## src/rtl/gate_unit_pipe.sv

```systemverilog
// Eight-op bitwise unit, one-cycle registered result behind valid/ready; in_ready = !out_valid || out_ready.
// Optional GATE_UNIT_ACC_EN: an accepted beat with ACC=1 uses the previous result in place of B.
module gate_unit_pipe #(
  parameter int WIDTH = 8,
  parameter int CNT_W = 16
) (
  input  logic             clk,
  input  logic             rst,
  input  logic [WIDTH-1:0] A,
  input  logic [WIDTH-1:0] B,
  input  logic [2:0]       OP,
  input  logic             ACC,
  input  logic             in_valid,
  output logic             in_ready,
  output logic [WIDTH-1:0] Y,
  output logic             out_valid,
  input  logic             out_ready,
  output logic             Z,
  output logic [CNT_W-1:0] txn_count
);

  logic [WIDTH-1:0] b_sel;
  logic [WIDTH-1:0] result;
  logic             accept;

  assign in_ready = !out_valid || out_ready;
  assign accept   = in_valid && in_ready;
  assign Z        = (Y == '0);

`ifdef GATE_UNIT_ACC_EN
  // Chaining feeds the held result back as the second operand.
  assign b_sel = ACC ? Y : B;
`else
  logic unused_acc;
  assign unused_acc = ACC;
  assign b_sel      = B;
`endif

  always_comb begin
    result = '0;
    case (OP)
      3'd0:    result = A & b_sel;
      3'd1:    result = A | b_sel;
      3'd2:    result = A ^ b_sel;
      3'd3:    result = ~(A & b_sel);
      3'd4:    result = ~(A | b_sel);
      3'd5:    result = ~(A ^ b_sel);
      3'd6:    result = ~A;
      default: result = A;
    endcase
  end

  always_ff @(posedge clk) begin
    if (rst) begin
      Y         <= '0;
      out_valid <= 1'b0;
      txn_count <= '0;
    end else if (accept) begin
      Y         <= result;
      out_valid <= 1'b1;
      txn_count <= txn_count + CNT_W'(1);
    end else if (out_ready) begin
      out_valid <= 1'b0;
    end
  end

endmodule
```

## config.mk

```make
export PLATFORM = sky130hd
export DESIGN_NAME = gate_unit_pipe
export DESIGN_NICKNAME = d
export VERILOG_FILES = /design/src/rtl/gate_unit_pipe.sv
export SDC_FILE = /design/constraint.sdc
export NUM_CORES = 1
export LEC_CHECK = 0
export BUFFER_PORTS_ARGS = -buffer_cell sky130_fd_sc_hd__buf_2
export CAP_MARGIN = 10
export CORE_MARGIN = 5
export CORE_UTILIZATION = 45
export DETAILED_ROUTE_END_ITERATION = 8
export GPL_ROUTABILITY_DRIVEN = 0
export PLACE_DENSITY = 0.7
export RECOVER_POWER = 25
export SYNTH_ARGS = -nofsm -noshare
export SYNTH_HDL_FRONTEND = slang
export SYNTH_SLANG_ARGS = --single-unit
```

## constraint.sdc

```tcl
create_clock -name clk -period 3 [get_ports clk]
set_clock_uncertainty 0.2 [all_clocks]
set_input_delay 0.3 -clock clk [delete_from_list [all_inputs] [get_ports clk]]
set_output_delay 0.3 -clock clk [all_outputs]
set_load 0.01 [all_outputs]
```

==> results.yml, run 1 <==
status:
  status: "complete, no violations"
global_routing:
  track_usage: 0.160
  grt_max_degree: 31
  grt_pass1_vias: 1667
  grt_pass1_wl_um: 7260
  antenna_found_initial: 0
  grt_overflow: 0
synthesis:
  yosys_warnings: 0
  yosysSeqAreaShare: 0.259
  synth_edf_count: 0
  synth.net_count: 277
  ys_types: 53
  synthCells: 236
  async_reset_ff_frac: 0
  ys_ff_latch: 25
  syn_avg_cell_area_sq_um: 8.20
  synthesis.area_sq_um: 1940
  synth_ff_type: "dfxtp_1"
worst_setup_path:
  required_ns: 2.96
  cp.arrival_ns: 1.96
  crit_fanout: 16
  crit_chain: "nand2b_1, clkbuf_1, nand2_1, a311o_1"
  criticalPathCategory: "reg -> reg"
  critPathLaunchType: "register"
  cp_slowest_stage_delay_ns: 0.48
  slowest_stage: "a311o_1"
  crit_family: "simple AND/OR/NAND/NOR gates"
  cp-end-kind: "register"
  path_buf_inv: 1
place:
  dp_hpwl_um: 3440
  portBuffers: 49
  dp_cells: 320
clock_network:
  clock-sinks: 25
  numCtsBuffers: 3
  ctsResizeCount: 0
  cts-root-buf: "clkbuf_8"
  cts_tree: "built"
  clkLatencyLatePin_ns: 0.27
  cts_max_path_buffers: 2
  cts-htree-levels: 1
  hold_buffers: 0
  clk_pin_slew_ns: 0.08
  postCtsSetupBuffers: 0
timing:
  setup_viol: 0
  timing_hold_violations_final: 0
  slew_viol_final: 0
  min_period_ns: 2.00
  maxSlewHeadroom: 0.607
  worstMarginPinSlew_ns: 0.588
  fmax_mhz: 499
  setup_tns_ns: 0
  rsz0062_at_grt: "no"
  fin_crit_sh: 0.668
drt:
  first_pass_iters: 4
  wl_um: 4510
  vias: 1873
  wl_per_cell_um: 13.9
  drc: 0
  post_drt_via_cell_ratio: 5.78
  initialDrtViolationCount: 100
  drtAntennaViolNets: 0
pwr:
  p_seq_frac: 0.489
  sw_frac_of_total: 0.296
  p_leak_nw: 0.947
  total_power_uw: 729
  pwr-share-comb: 0.241
  p_int_uw: 513
  ir_drop_mv: 0.214
  power.density_nw_per_um2: 333
  power_switching_uw: 216
  power.share.clock: 0.270
cells_and_area:
  fillers: 424
  drive_above_1_share: 0.190
  final_cells: 324
  synthToLayoutAreaGrowth_pct: 13.0
  final_common_cell: "buf_2"
  fin_nets: 316
  antenna_cells: 0
  final_cell_mix: "37 x buf_2, 25 x dfxtp_1, 22 x a21oi_1"
min_path:
  hold_class: "in -> reg"
job:
  maxCapViolCount: 0
floorplan:
  die-height_um: 75.6
  num_rows: 23
  dieArea_sq_um: 5710
  start_util: 0.474
  die-width_um: 75.6
  core_area_sq_um: 4090
  num_io_pins: 51
## state kept, by name, indices dropped and copies added (netlist names)
name,cells
txn_count,16
out_valid,1
Y,8
## Yosys cell counts, types with 2 or more instances
library cell  number  area, sq um
nand4_1            4         25.0
inv_1             20         75.1
buf_2              9         45.0
clkbuf_1           3         11.3
mux4_2             2         45.0
xor2_1             4         35.0
or4_1              4         30.0
or3_1              6         37.5
o41ai_2            4         65.1
nor2b_1            6         37.5
nand3_1           12         60.1
nand2b_1          10         62.6
a211oi_1           4         30.0
buf_6              2         22.5
o31ai_1            2         15.0
a311o_1            2         20.0
o41ai_1            2         17.5
a2111oi_0          2         17.5
o21ai_0           10         50.1
mux2i_1            2         20.0
or2_2              2         12.5
a22oi_1            3         22.5
nor2_1            18         67.6
dfxtp_1           25          500
a21oi_1           22          110
a311oi_1           5         43.8
nand2_1            7         26.3
a32oi_1            3         26.3
ha_1              17          213
## logic make-up after synthesis
logic type                 synth area share
buffers and inverters                0.0892
DFF                                   0.259
muxes                                0.0394
and+or+nand+nor                       0.243
xor gates and xnor gates             0.0226
AOI/OAI and AO/OA                     0.237
adders and majority gates             0.110
## power groups by stage
stage	Sequential, mW	Clock (mW)	Combinational [mW]
final	0.357	0.197	0.176
after global routing	0.359	0.222	0.198
after CTS	0.356	0.207	0.180
after detailed placement	0.364	0	0.179
after global placement	0.364	0	0.174
after floorplan	0.367	0	0.119
## through the flow
stage / hold slack (ns) / util / area, sq um / setup slack (ns)
floorplan: 0.290 / - / 1940 / 1.29
global placement: 0.276 / 0.529 / 2160 / 0.918
detailed placement: 0.277 / 0.529 / 2160 / 0.920
CTS: 0.148 / 0.540 / 2210 / 1.04
global route: 0.167 / 0.535 / 2190 / 0.796
finish: 0.155 / 0.535 / 2190 / 0.997
## cell type report
cell class	count	area [sq um]	area share
repair buffers	50	234	0.107
well taps	50	62.6	0.0286
flip-flops and latches	25	500	0.229
multi-input cells	173	1260	0.577
inverters	22	82.6	0.0378
clock buffers	4	45.0	0.0206
## layer usage
| metal | part of all wire | wire, um | track usage |
|---|---|---|---|
| met5 | 0 | 0 | 0 |
| met4 | 0.0060 | 27 | 0.0291 |
| met3 | 0.047 | 213 | 0.0330 |
| met2 | 0.48 | 2160 | 0.263 |
| met1 | 0.47 | 2110 | 0.218 |
## tightest hold or removal path, delay by kind of cell
family	cells	cell delay [ns]
compound gates	1	0.06
buf+inv	1	0.11
simple gates	1	0.10
## final timing paths
kind,startpoint,end,slack [ns],depth (start not counted)
worst max-delay path,out_valid,Y[5],1.0,4
worst min-delay path,A[4],Y[4],0.16,3
worst max register to register,out_valid,Y[5],1.0,4
worst min register to register,Y[4],Y[4],0.29,2
(Power assumes the default switching activity.)
==> run 2, diff against run 1 <==
==> constraint.sdc (replaced) <==
create_clock -name clk -period 1.9 [get_ports clk]
set_clock_uncertainty 0.2 [all_clocks]
set_input_delay 0.19 -clock clk [delete_from_list [all_inputs] [get_ports clk]]
set_output_delay 0.19 -clock clk [all_outputs]
set_load 0.01 [all_outputs]
==> run 2 against run 1 <==
Total power rose by 59%. Global-route usage is 0.36 points higher. Sequential share of layout area decreased by 0.88 points. Sequential cell count unchanged. Die area unchanged. Critical path type is now reg -> out. Critical endpoint is now Z.
==> results.yml, run 2 (synthesis results as in run 1) <==
global_routing:
  track_usage: 0.163
  use_met1: 0.217
  grt_pass1_wl_um: 7390
  use_met3: 0.0369
  use_met2: 0.276
  grt_overflow: 0
  grt_max_degree: 28
  antenna_found_initial: 0
  top_usage_layer: "met2"
  grt_pass1_vias: 1697
drt:
  drtAntennaViolNets: 0
  post_drt_via_cell_ratio: 5.55
  first_pass_iters: 4
  vias: 1859
  wl_per_cell_um: 13.3
  wl_um: 4450
  initialDrtViolationCount: 80
  drc: 0
floorplan:
  die-width_um: 75.6
  dieArea_sq_um: 5710
  start_util: 0.474
  num_rows: 23
  num_io_pins: 51
  die-height_um: 75.6
  core_area_sq_um: 4090
cells_and_area:
  final_common_cell: "buf_2"
  synthToLayoutAreaGrowth_pct: 17.5
  antenna_cells: 0
  fin_nets: 327
  multi_input_area_sq_um: 1260
  seqCellArea_sq_um: 500
  largest_reg_flops: 16
  final_cell_mix: "38 x buf_2, 25 x dfxtp_1, 22 x a21oi_1"
  largest_registers: "txn_count x16, Y x8, out_valid x1"
  drive_above_1_share: 0.228
  final_cells: 335
  utilization: 0.557
  top_register: "txn_count"
  fillers: 405
clock_network:
  numCtsBuffers: 3
  cts_max_path_buffers: 2
  clock-sinks: 25
  clk_pin_slew_ns: 0.08
  ctsResizeCount: 0
  cts-htree-levels: 1
  cts-root-buf: "clkbuf_8"
  cts_tree: "built"
  hold_buffers: 0
  postCtsSetupBuffers: 0
  clkLatencyLatePin_ns: 0.27
timing:
  fmax_mhz: 567
  slew_viol_final: 0
  setup_viol: 0
  fin_crit_sh: 0.928
  maxSlewHeadroom: 0.682
  rsz0062_at_grt: "no"
  setup_tns_ns: 0
  worstMarginPinSlew_ns: 0.477
  timing_hold_violations_final: 0
  min_period_ns: 1.76
  fin_worst_hold_slack_ns: 0.0435
pwr:
  total_power_mw: 1.16
  power.density_nw_per_um2: 510
  ir_drop_mv: 0.330
  p_leak_nw: 1.01
min_path:
  hold_class: "in -> reg"
  worstHoldPathCells: 3
  worst_hold_startpoint: "A[4]"
worst_setup_path:
  r2r-end: "txn_count[8]"
  crit_fanout: 3
  timing.rr.start: "txn_count[0]"
  crit_start: "Y[6]"
  cp-end-kind: "output port"
  r2r_slack_ns: 0.14
  crit_end: "Z"
  r2r_cells: 5
  critPathLaunchType: "register"
  criticalPathCategory: "reg -> out"
  cp.arrival_ns: 1.37
  required_ns: 1.51
status:
  status: "complete, no violations"
place:
  dp_cells: 331
  portBuffers: 49
  dp_hpwl_um: 3500
job:
  maxCapViolCount: 0
## run 2: cell types whose count changed in the layout (fill, tap and decap cells not counted)
cell,delta
buf_2,+1
buf_4,+12
clkbuf_1,-2
## run 2: area by class of cell
class                           count  area share
Inverter                           22      0.0363
Tap cell                           50      0.0275
Timing Repair Buffer               61       0.141
Clock buffer                        4      0.0198
Sequential cell                    25       0.220
Multi-Input combinational cell    173       0.555
## run 2: per-stage QoR
step | worst slack (ns) | cell area [sq um]
after floorplan | 0.189 | 1940
after global placement | 0.111 | 2240
after detailed placement | 0.0677 | 2240
after CTS | 0.136 | 2290
after global routing | 0.00485 | 2270
final | 0.137 | 2270
## run 2: how the worst min path moves through the flow
stage / end / slack (ns)
floorplan: Y[3] / 0.18
global placement: Y[3] / 0.27
detailed placement: Y[3] / 0.28
CTS: out_valid / 0.04
global route: out_valid / 0.04
finish: Y[4] / 0.04
## run 2: worst max-delay path: stages (launching register included)
cell and delay [ns]:
dfxtp_1 0.34, or4_1 0.53, nor2_1 0.10, buf_2 0.14
## run 2: power breakdown
part	internal, mW	switching, mW
logic	0.126	0.160
registers	0.544	0.0190
clock network	0.150	0.161
## run 2: layer usage
layer  up-vias  wire [um]  part of all wire
li1        965          -                 -
met1       855       2100              0.47
met2        37       2070              0.47
met3         2        253             0.057
met4         0         27            0.0061
met5         -          0                 0
